==> src/rtl/ro_puf_pkg.sv <==
// Shared types and default sizing for the RO-PUF response engine, RO counter array and key generator.
package ro_puf_pkg;

  typedef enum logic [2:0] {
    IDLE,
    CLEAR,
    MEASURE,
    SETTLE,
    COMPARE,
    DONE
  } state_e;

  localparam int N_PAIRS_DEF    = 8;
  localparam int CNT_W_DEF      = 16;
  localparam int WINDOW_DEF     = 250;
  localparam int SETTLE_CYC_DEF = 4;
  localparam int MARGIN_DEF     = 4;

  // Counter width able to hold 0..v-1, never narrower than one bit.
  function automatic int cnt_width(input int v);
    return (v > 1) ? $clog2(v) : 1;
  endfunction

endpackage

==> src/rtl/ro_puf_resp_engine_if.sv <==
// Response handshake between the RO-PUF engine (master) and the key generator / helper-data logic (slave).
interface ro_puf_resp_engine_if #(
  parameter int N_PAIRS = ro_puf_pkg::N_PAIRS_DEF
) ();

  localparam int UCNT_W = $clog2(N_PAIRS + 1);

  logic                resp_valid;
  logic                resp_ready;
  logic [N_PAIRS-1:0]  resp;
  logic [N_PAIRS-1:0]  unstable;
  logic [UCNT_W-1:0]   unstable_cnt;

  modport master (
    output resp_valid,
    output resp,
    output unstable,
    output unstable_cnt,
    input  resp_ready
  );

  modport slave (
    input  resp_valid,
    input  resp,
    input  unstable,
    input  unstable_cnt,
    output resp_ready
  );

endinterface

==> src/rtl/ro_pair_cmp.sv <==
// Combinational comparison of one RO counter pair: response bit plus reliability flag.
module ro_pair_cmp #(
  parameter int CNT_W  = 16,
  parameter int MARGIN = 4
) (
  input  logic [CNT_W-1:0] up_i,
  input  logic [CNT_W-1:0] down_i,
  output logic             bit_o,
  output logic             unstable_o
);

  localparam logic [31:0] MARGIN_U = 32'(MARGIN);

  logic [CNT_W-1:0] gap_d;
  logic [31:0]      gap_ext_d;

  // Subtracting the smaller from the larger keeps the gap within CNT_W bits.
  always_comb begin
    bit_o      = (up_i >= down_i);
    gap_d      = bit_o ? (up_i - down_i) : (down_i - up_i);
    gap_ext_d  = 32'(gap_d);
    unstable_o = (gap_ext_d < MARGIN_U);
  end

endmodule

==> src/rtl/ro_puf_resp_engine.sv <==
// Measurement sequencer for N RO counter pairs; compares pairs serially and presents response + unstable mask.
module ro_puf_resp_engine
  import ro_puf_pkg::*;
#(
  parameter int N_PAIRS    = N_PAIRS_DEF,
  parameter int CNT_W      = CNT_W_DEF,
  parameter int WINDOW     = WINDOW_DEF,
  parameter int SETTLE_CYC = SETTLE_CYC_DEF,
  parameter int MARGIN     = MARGIN_DEF
) (
  input  logic                       clk,
  input  logic                       rst_n,
  input  logic                       start_i,
  input  logic [N_PAIRS*CNT_W-1:0]   up_cnt_i,
  input  logic [N_PAIRS*CNT_W-1:0]   down_cnt_i,
  output logic                       ro_clr_o,
  output logic                       ro_en_o,
  output logic                       busy_o,
  ro_puf_resp_engine_if.master       resp_if
);

  localparam int WIN_W  = cnt_width(WINDOW);
  localparam int SET_W  = cnt_width(SETTLE_CYC);
  localparam int IDX_W  = cnt_width(N_PAIRS);
  localparam int UCNT_W = $clog2(N_PAIRS + 1);

  localparam logic [WIN_W-1:0] WIN_LAST = WIN_W'(WINDOW - 1);
  localparam logic [SET_W-1:0] SET_LAST = SET_W'(SETTLE_CYC - 1);
  localparam logic [IDX_W-1:0] IDX_LAST = IDX_W'(N_PAIRS - 1);

  state_e               state_q;
  logic [WIN_W-1:0]     win_cnt_q;
  logic [SET_W-1:0]     set_cnt_q;
  logic [IDX_W-1:0]     idx_q;
  logic                 ro_clr_q;
  logic                 ro_en_q;
  logic                 busy_q;
  logic                 valid_q;
  logic [N_PAIRS-1:0]   resp_q;
  logic [N_PAIRS-1:0]   unstable_q;
  logic [UCNT_W-1:0]    ucnt_q;

  logic [CNT_W-1:0]     up_arr   [N_PAIRS];
  logic [CNT_W-1:0]     down_arr [N_PAIRS];
  logic                 cmp_bit_d;
  logic                 cmp_unst_d;

  for (genvar gi = 0; gi < N_PAIRS; gi++) begin : g_unpack
    assign up_arr[gi]   = up_cnt_i[gi*CNT_W +: CNT_W];
    assign down_arr[gi] = down_cnt_i[gi*CNT_W +: CNT_W];
  end

  // One shared comparator; the pair index walks it across all pairs during COMPARE.
  ro_pair_cmp #(
    .CNT_W  (CNT_W),
    .MARGIN (MARGIN)
  ) u_cmp (
    .up_i       (up_arr[idx_q]),
    .down_i     (down_arr[idx_q]),
    .bit_o      (cmp_bit_d),
    .unstable_o (cmp_unst_d)
  );

  // Outputs are assigned alongside each transition so they are registered decodes of the next state.
  always_ff @(posedge clk or negedge rst_n) begin
    if (!rst_n) begin
      state_q    <= IDLE;
      win_cnt_q  <= '0;
      set_cnt_q  <= '0;
      idx_q      <= '0;
      ro_clr_q   <= 1'b0;
      ro_en_q    <= 1'b0;
      busy_q     <= 1'b0;
      valid_q    <= 1'b0;
      resp_q     <= '0;
      unstable_q <= '0;
      ucnt_q     <= '0;
    end else begin
      case (state_q)
        IDLE: begin
          if (start_i) begin
            state_q    <= CLEAR;
            ro_clr_q   <= 1'b1;
            busy_q     <= 1'b1;
            resp_q     <= '0;
            unstable_q <= '0;
            ucnt_q     <= '0;
          end
        end
        CLEAR: begin
          state_q   <= MEASURE;
          ro_clr_q  <= 1'b0;
          ro_en_q   <= 1'b1;
          win_cnt_q <= '0;
        end
        MEASURE: begin
          if (win_cnt_q == WIN_LAST) begin
            state_q   <= SETTLE;
            ro_en_q   <= 1'b0;
            set_cnt_q <= '0;
          end else begin
            win_cnt_q <= win_cnt_q + 1'b1;
          end
        end
        SETTLE: begin
          if (set_cnt_q == SET_LAST) begin
            state_q <= COMPARE;
            idx_q   <= '0;
          end else begin
            set_cnt_q <= set_cnt_q + 1'b1;
          end
        end
        COMPARE: begin
          resp_q[idx_q]     <= cmp_bit_d;
          unstable_q[idx_q] <= cmp_unst_d;
          ucnt_q            <= ucnt_q + UCNT_W'(cmp_unst_d);
          if (idx_q == IDX_LAST) begin
            state_q <= DONE;
            valid_q <= 1'b1;
          end else begin
            idx_q <= idx_q + 1'b1;
          end
        end
        DONE: begin
          if (resp_if.resp_ready) begin
            state_q <= IDLE;
            valid_q <= 1'b0;
            busy_q  <= 1'b0;
          end
        end
        default: begin
          state_q  <= IDLE;
          ro_clr_q <= 1'b0;
          ro_en_q  <= 1'b0;
          busy_q   <= 1'b0;
          valid_q  <= 1'b0;
        end
      endcase
    end
  end

  assign ro_clr_o             = ro_clr_q;
  assign ro_en_o              = ro_en_q;
  assign busy_o               = busy_q;
  assign resp_if.resp_valid   = valid_q;
  assign resp_if.resp         = resp_q;
  assign resp_if.unstable     = unstable_q;
  assign resp_if.unstable_cnt = ucnt_q;

endmodule
==> src/flat_wrapper.sv <==
// flat-port wrapper written by rule: the top's interface ports become plain ports
module ro_puf_resp_engine_flat import ro_puf_pkg::*;
#(
  parameter int N_PAIRS    = N_PAIRS_DEF,
  parameter int CNT_W      = CNT_W_DEF,
  parameter int WINDOW     = WINDOW_DEF,
  parameter int SETTLE_CYC = SETTLE_CYC_DEF,
  parameter int MARGIN     = MARGIN_DEF
)
  (clk, rst_n, start_i, up_cnt_i, down_cnt_i, ro_clr_o, ro_en_o, busy_o, resp_if_resp_valid, resp_if_resp, resp_if_unstable, resp_if_unstable_cnt, resp_if_resp_ready);
  ro_puf_resp_engine_if #(.N_PAIRS(N_PAIRS)) resp_if_i ();
  input  logic clk;
  input  logic rst_n;
  input  logic start_i;
  input  logic [N_PAIRS*CNT_W-1:0] up_cnt_i;
  input  logic [N_PAIRS*CNT_W-1:0] down_cnt_i;
  output logic ro_clr_o;
  output logic ro_en_o;
  output logic busy_o;
  output wire logic [$bits(resp_if_i.resp_valid)-1:0] resp_if_resp_valid;
  output wire logic [$bits(resp_if_i.resp)-1:0] resp_if_resp;
  output wire logic [$bits(resp_if_i.unstable)-1:0] resp_if_unstable;
  output wire logic [$bits(resp_if_i.unstable_cnt)-1:0] resp_if_unstable_cnt;
  input wire logic [$bits(resp_if_i.resp_ready)-1:0] resp_if_resp_ready;
  assign resp_if_resp_valid = resp_if_i.resp_valid;
  assign resp_if_resp = resp_if_i.resp;
  assign resp_if_unstable = resp_if_i.unstable;
  assign resp_if_unstable_cnt = resp_if_i.unstable_cnt;
  assign resp_if_i.resp_ready = resp_if_resp_ready;
  ro_puf_resp_engine #(.N_PAIRS(N_PAIRS), .CNT_W(CNT_W), .WINDOW(WINDOW), .SETTLE_CYC(SETTLE_CYC), .MARGIN(MARGIN)) u_core (.clk(clk), .rst_n(rst_n), .start_i(start_i), .up_cnt_i(up_cnt_i), .down_cnt_i(down_cnt_i), .ro_clr_o(ro_clr_o), .ro_en_o(ro_en_o), .busy_o(busy_o), .resp_if(resp_if_i));
endmodule
==> config.mk <==
export PLATFORM = sky130hd
export DESIGN_NAME = ro_puf_resp_engine_flat
export DESIGN_NICKNAME = d
export VERILOG_FILES = /design/src/rtl/ro_puf_pkg.sv /design/src/rtl/ro_puf_resp_engine_if.sv /design/src/rtl/ro_pair_cmp.sv /design/src/rtl/ro_puf_resp_engine.sv /design/src/flat_wrapper.sv
export SDC_FILE = /design/constraint.sdc
export NUM_CORES = 1
export LEC_CHECK = 0
export CORE_MARGIN = 2
export CORE_UTILIZATION = 43
export CTS_BUF_LIST = sky130_fd_sc_hd__clkbuf_4
export CTS_CLUSTER_SIZE = 20
export DETAILED_ROUTE_END_ITERATION = 10
export HOLD_SLACK_MARGIN = 0.15
export PLACE_DENSITY = 0.95
export SLEW_MARGIN = 20
export SYNTH_ARGS = -nofsm -noshare
export SYNTH_HDL_FRONTEND = slang
export SYNTH_SLANG_ARGS = --single-unit
==> constraint.sdc <==
create_clock -name clk -period 10.4 [get_ports clk]
set_clock_uncertainty 0.05 [all_clocks]
set_input_delay 1.04 -clock clk [delete_from_list [all_inputs] [get_ports clk]]
set_output_delay 1.04 -clock clk [all_outputs]
set_load 0.01 [all_outputs]
# After elaboration in Yosys (flattened, before gate mapping)
# Cells that the tools add are included.
[op_classes]
bitwise_logic = 5
addsub = 6
n_reduce_logical = 19
muxes = 38
magnitude_cmp = 5
n_eq_ne = 16
[op_table]
columns = ["operator", "count"]
rows = [
  ["16-bit binary-select mux with 3-bit select", 2],
  ["16-bit 2-to-1 mux", 5],
  ["8-bit one-hot mux with 2 select lines", 3],
  ["16-bit subtractor", 2],
  ["3-bit 2-to-1 mux", 7],
  ["3-bit one-hot mux with 6 select lines", 1],
  ["8-bit bitwise mux", 2],
  ["16-bit greater-or-equal comparator", 1],
  ["16-bit by 3-bit < comparator with 1-bit output (second input constant)", 1],
  ["8-bit 2-to-1 mux", 2],
  ["4-bit OR reduction", 4],
  ["3-bit AND reduction", 4],
  ["2-bit inequality test (second input constant)", 5],
  ["3-bit == test (second input constant)", 3],
  ["1-bit one-hot mux with 3 select lines", 3],
  ["8-bit by 1-bit adder with 8-bit output (second input constant)", 1],
  ["8-bit == test (second input constant)", 1],
  ["4-bit one-hot mux with 2 select lines", 1],
  ["2-bit AND reduction", 4],
  ["2-bit nonzero test", 4],
  ["3-bit by 2-bit == test with 1-bit output (second input constant)", 2],
  ["2-bit by 1-bit inequality test with 1-bit output (second input constant)", 3],
  ["3-bit one-hot mux with 2 select lines", 1],
  ["1-bit 2-to-1 mux", 5],
  ["18 further kinds", 22],
]
[word_totals]
reg_bits = 40

# Longest topological paths before layout
[depth]
depth_word = 9
depth_mapped = 23
depth_no_buf = 19

# By module
# From an unflattened synthesis, not the netlist that was laid out.
[unflattened]
cells_unflattened = 639
hier_area_um2 = 5524.0
[modules_own_cells]
columns = ["mod", "cells_each", "instances", "area_per_inst_um2", "seq_area_each_um2"]
rows = [
  ["ro_puf_resp_engine", 434, 1, 4032.6, 1001.0],
  ["ro_pair_cmp", 205, 1, 1491.4, 0.0],
]

# Worst setup path before layout
# No wires, ideal clock.
[synth_path]
path_type = "register to register"
startpoint = "reg u_core.idx_q[0]"
endpoint = "reg u_core.ucnt_q[1] (netlist: u_core.resp_if.unstable_cnt[1])"
setup_ns = 0.121
path_slack_ns = 5.809
stages_incl_launch_ff = 19
path_buffers = 3
arrival_ns = 4.420
t_required_ns = 10.229
path_cell_list = "dfrtp_1 clkbuf_1 nor3b_1 clkbuf_1 a22oi_1 and4_1 ha_1 buf_6 and2_4 a221oi_4 a2111oi_2 o41a_1 xnor2_1 nor4_2 a41oi_2 nor3b_1 ha_1 ha_1 a22o_1"
[synth_via]
elab_chain_cells = 9
elab_cells_between_ends = 14
classes_between = "add/sub (3); order compare (2); mux (8); bitwise (1)"
[synth_rtl]
columns = ["element", "line", "text"]
rows = [
  ["start, declared", "ro_puf_resp_engine.sv:34", "logic [IDX_W-1:0] idx_q;"],
  ["start signal, assigned", "ro_puf_resp_engine.sv:121", "idx_q <= idx_q + 1'b1;"],
  ["3-bit NOT with 4-bit output (implied by the code) (*)", "ro_puf_resp_engine.sv:58, ro_puf_resp_engine.sv:59", ""],
  ["16-bit binary-select mux with 3-bit select, on equally long branches", "ro_puf_resp_engine.sv:59, ro_puf_resp_engine.sv:58", ""],
  ["16-bit 2-to-1 mux, on equally long branches (2 in a row)", "ro_puf_resp_engine.sv:59, ro_puf_resp_engine.sv:58", ""],
  ["16-bit subtractor / 16-bit greater-or-equal comparator (equally long branches)", "ro_pair_cmp.sv:20, ro_pair_cmp.sv:19", ""],
  ["16-bit 2-to-1 mux (*)", "ro_pair_cmp.sv:20", "gap_d = bit_o ? (up_i - down_i) : (down_i - up_i);"],
  ["16-bit by 3-bit < comparator with 1-bit output (*)", "ro_pair_cmp.sv:22", "unstable_o = (gap_ext_d < MARGIN_U);"],
  ["4-bit by 1-bit adder with 4-bit output (*)", "ro_puf_resp_engine.sv:116", "ucnt_q <= ucnt_q + UCNT_W'(cmp_unst_d);"],
  ["4-bit one-hot mux with 2 select lines (*)", "ro_puf_resp_engine.sv:79", "case (state_q)"],
  ["end signal, assigned", "ro_puf_resp_engine.sv:116", ""],
  ["end, declared", "ro_puf_resp_engine.sv:41", "logic [UCNT_W-1:0] ucnt_q;"],
]
# Every way passes the cells marked *; elsewhere a longest branch is shown, timed or not. The select of a mux whose other input is x is not followed.
# A chain may end at the register's enable or synchronous reset.

# Final worst setup path
# Same ends and word-level chain as after synthesis.

==> results.toml <==
[run_status]
status = "finished clean"

[global_route]
grt_max_degree = 41
antenna_found_initial = 2
grt_pass1_wl_um = 33500
first_global_vias = 6337
grt.overflow.total = 0
grtUsageTotal = 0.332

[setup_path]
worstSetupEndpointType = "flop"
timing.rr.end = "u_core.resp_if.unstable_cnt[1]"
worst-path-buf-inv = 1
cp.required_ns = 10.61
crit_fanout = 21
cp_common_cell = "ha_1"
r2r_slack_ns = 4.65
startpoint_type = "flop"
rr_worst_depth = 16
worst_r2r_startpoint = "u_core.idx_q[0]"
critPathSlowestCell = "nor3b_2"
critPathKind = "flop to flop"
path_delay_family = "simple AND/OR/NAND/NOR gates"
critPathArrivalTime_ns = 5.96
cpPeakStageDelay_ns = 0.96
crit_chain = "nor3b_2 -> buf_4 -> a22oi_1 -> and4_1 -> ha_1 -> and3_1 -> nand2_1 -> a311o_1 -> a22o_2 -> a32oi_1 -> xor2_1 -> a211o_1 -> nor3b_1 -> ha_1 -> ha_1 -> a22o_1"

[cells_and_area]
final_cells = 1032
fillerInstances = 953
final_cell_area_mm2 = 0.00797
nNetsFinal = 1185
drive_above_1_share = 0.0462
area_delta_synth_final_pct = 58.2

[sta]
worst_pin_slew_ns = 1.11
period_minus_slack_ns = 5.75
drv_slew = 0
setup_tns_ns = 0
setup_viol = 0
max-slew-margin-rel = 0.255
hold_viol_final = 0
max_clock_freq_ghz = 0.174
fin_crit_sh = 0.553
rsz0062_at_grt = "no"

[floorplan]
ios = 284
die_h_um = 112
die_area_mm2 = 0.0126
num_rows = 39
core_area_mm2 = 0.0114
chipWidth_um = 112
initial_utilization = 0.441

[synthesis]
seq_area_frac_synth = 0.199
syn_inst = 640
syn_area_per_cell_um2 = 7.87
ys.flop_type = "dfrtp_1"
yosysTopAreaCellShare = 0.199
synth_warnings = 0
async_flop_share = 1.00
synthDistinctLibCells = 66
synth_seq_cells = 40
synth-edff-count = 0
synth_area_mm2 = 0.00504
yosysTopAreaCell = "dfrtp_1"
syn_nets = 938
synthTopCellsByArea = "dfrtp_1, a22oi_1, ha_1"

[min_path]
worstHoldPathType = "flop to flop"
worstHoldStart = "u_core.resp_if.unstable_cnt[3]"
worstHoldPathCells = 1
hold_end = "u_core.resp_if.unstable_cnt[3]"

[route]
antenna_left = 0
avgViaCountPerCell = 6.24
wl_um = 21900
drtPass1Iterations = 6
routedWlPerCell_um = 21.3
num_vias = 6443
drt_iter0_drc = 740
drc = 0

[clock_network]
postCtsSetupBuffers = 0
cts_inserted_buffers = 5
hold_buffers = 0
cts.sinks = 40
cts_tree = "built"
cts_resized = 0
clockRootBuffer = "clkbuf_4"
clkTransAtPathRegs_ns = 0.12
clk_latency_ns = 0.36
cts.path.max_buffers = 2
htree_levels = 2

[place]
dp.cells = 1023
io_buffers = 283
placed_area_mm2 = 0.00791
gp_congestion = 0.999
dp_hpwl_um = 17500

[power]
ir_worst_vdd_mv = 0.156
seq_power_share = 0.110
netSwitchingFraction = 0.545
internal-power_w = 0.000986
combPwrFrac = 0.853
power_density_mw_per_mm2 = 272
p_leak_nw = 3.09
clkPwrFrac = 0.038
p_sw_w = 0.00118

[job]
cap_violations = 0
==> sequential cells by signal, indices dropped and copies added (netlist names) <==
name                         cells
u_core.busy_o                    1
u_core.idx_q                     3
u_core.resp_if.resp              8
u_core.resp_if.resp_valid        1
u_core.resp_if.unstable          8
u_core.resp_if.unstable_cnt      4
u_core.ro_clr_o                  1
u_core.ro_en_o                   1
u_core.set_cnt_q                 2
u_core.state_q                   3
u_core.win_cnt_q                 8
==> worst max-delay path by stage <==
stage,endpoint,slack [ns],startpoint,cells past startpoint
6_report,u_core.resp_if.unstable_cnt[1],4.65,u_core.idx_q[0],16
5_1_grt,u_core.resp_if.unstable_cnt[2],4.22,u_core.idx_q[0],18
4_1_cts,u_core.resp_if.unstable_cnt[1],4.71,u_core.idx_q[0],16
3_5_place_dp,u_core.resp_if.unstable_cnt[1],4.73,u_core.idx_q[0],16
3_3_place_gp,u_core.resp_if.unstable_cnt[1],4.90,u_core.idx_q[0],16
2_1_floorplan,u_core.resp_if.unstable_cnt[1],5.81,u_core.idx_q[0],18
==> placed cells by master (no fill, tap or decap), types with 7 or more instances in the layout <==
cell type and n:
nand4_1 10, nor2b_1 8, nand3_1 34, o31ai_1 10
and4_1 30, ha_1 38, xor2_1 15, inv_1 41
clkdlybuf4s50_1 282, buf_4 7, dfrtp_1 40, nand2_1 39
a22oi_1 126, a21oi_1 30, o21ai_0 30, nor2_1 28
a22o_1 7
==> area by class of cell <==
class                   instances  area, µm²  area share
flip-flops and latches         40       1000       0.126
clock buffers                   6       45.0     0.00566
multi-input cells             509       3700       0.464
well taps                     143        179      0.0225
repair buffers                290       2880       0.362
clock inverters                 1       5.00    0.000628
diodes                          2       5.00    0.000628
inverters                      41        154      0.0193
==> power by group through the flow <==
stage | Combinational [W] | Clock (W) | Sequential [W]
detailed placement | 0.00180 | 0 | 0.000239
floorplan | 0.00137 | 0 | 0.000222
CTS | 0.00181 | 0.0000791 | 0.000236
global route | 0.00201 | 0.0000857 | 0.000244
global placement | 0.00177 | 0 | 0.000237
finish | 0.00185 | 0.0000817 | 0.000238
==> per-stage QoR <==
stage                     worst slack (ns)  utilization  hold slack, ns  power, W
after global placement                4.90        0.693           0.433   0.00201
after detailed placement              4.73        0.693           0.444   0.00203
final                                 4.65        0.698           0.468   0.00217
after CTS                             4.71        0.697           0.466   0.00212
after global routing                  4.22        0.697           0.514   0.00234
after floorplan                       5.81            -           0.451   0.00160
==> Yosys cell counts (3+ instances only) <==
cell type    n
a21boi_0     3
mux2_2       4
a21o_1       5
nor2b_1      8
a21oi_1     30
a22o_1       7
a22oi_1    126
or3_1        3
nor3_1       5
xnor2_1      6
nor2_1      30
xor2_1      15
dfrtp_1     40
nand3_1     34
ha_1        38
mux2i_1      3
o211ai_1     3
nand2b_1     5
nand4_1     10
o31ai_1     10
buf_2        6
o21a_1       4
o21ai_0     30
clkbuf_1    38
and3_1       7
nand2_1     39
nor3b_1      4
o21bai_1     3
and4_1      30
inv_1       41
buf_4        3
a211oi_1     3
a31oi_1      3
o22ai_1      4
==> cells by family (layout without fill, tap and decap cells) <==
| group | after synthesis | count (layout) | synth area share |
|---|---|---|---|
| mux | 7 | 7 | 0.0149 |
| compound gates | 254 | 254 | 0.370 |
| fa+ha+maj | 38 | 38 | 0.0944 |
| flops | 40 | 40 | 0.199 |
| other cells | 0 | 2 | 0 |
| buf+inv | 91 | 338 | 0.0745 |
| xor+xnor | 21 | 21 | 0.0365 |
| simple gates | 189 | 189 | 0.211 |
==> per-layer routing <==
metal,global-route usage,routed length [µm],up-vias
li1,-,-,2967
met1,0.450,9000,3043
met2,0.543,10300,396
met3,0.0664,2180,37
met4,0.0902,462,0
met5,0,0,-
==> worst reg2reg max path, stage by stage (launching register included) <==
cell and delay [ns]:
dfrtp_1 0.60, nor3b_2 0.96, buf_4 0.42, a22oi_1 0.13, and4_1 0.24, ha_1 0.59
and3_1 0.30, nand2_1 0.07, a311o_1 0.30, a22o_2 0.38, a32oi_1 0.25, xor2_1 0.09
a211o_1 0.40, nor3b_1 0.22, ha_1 0.21, ha_1 0.24, a22o_1 0.20
Power figures use the tool's default switching activity.
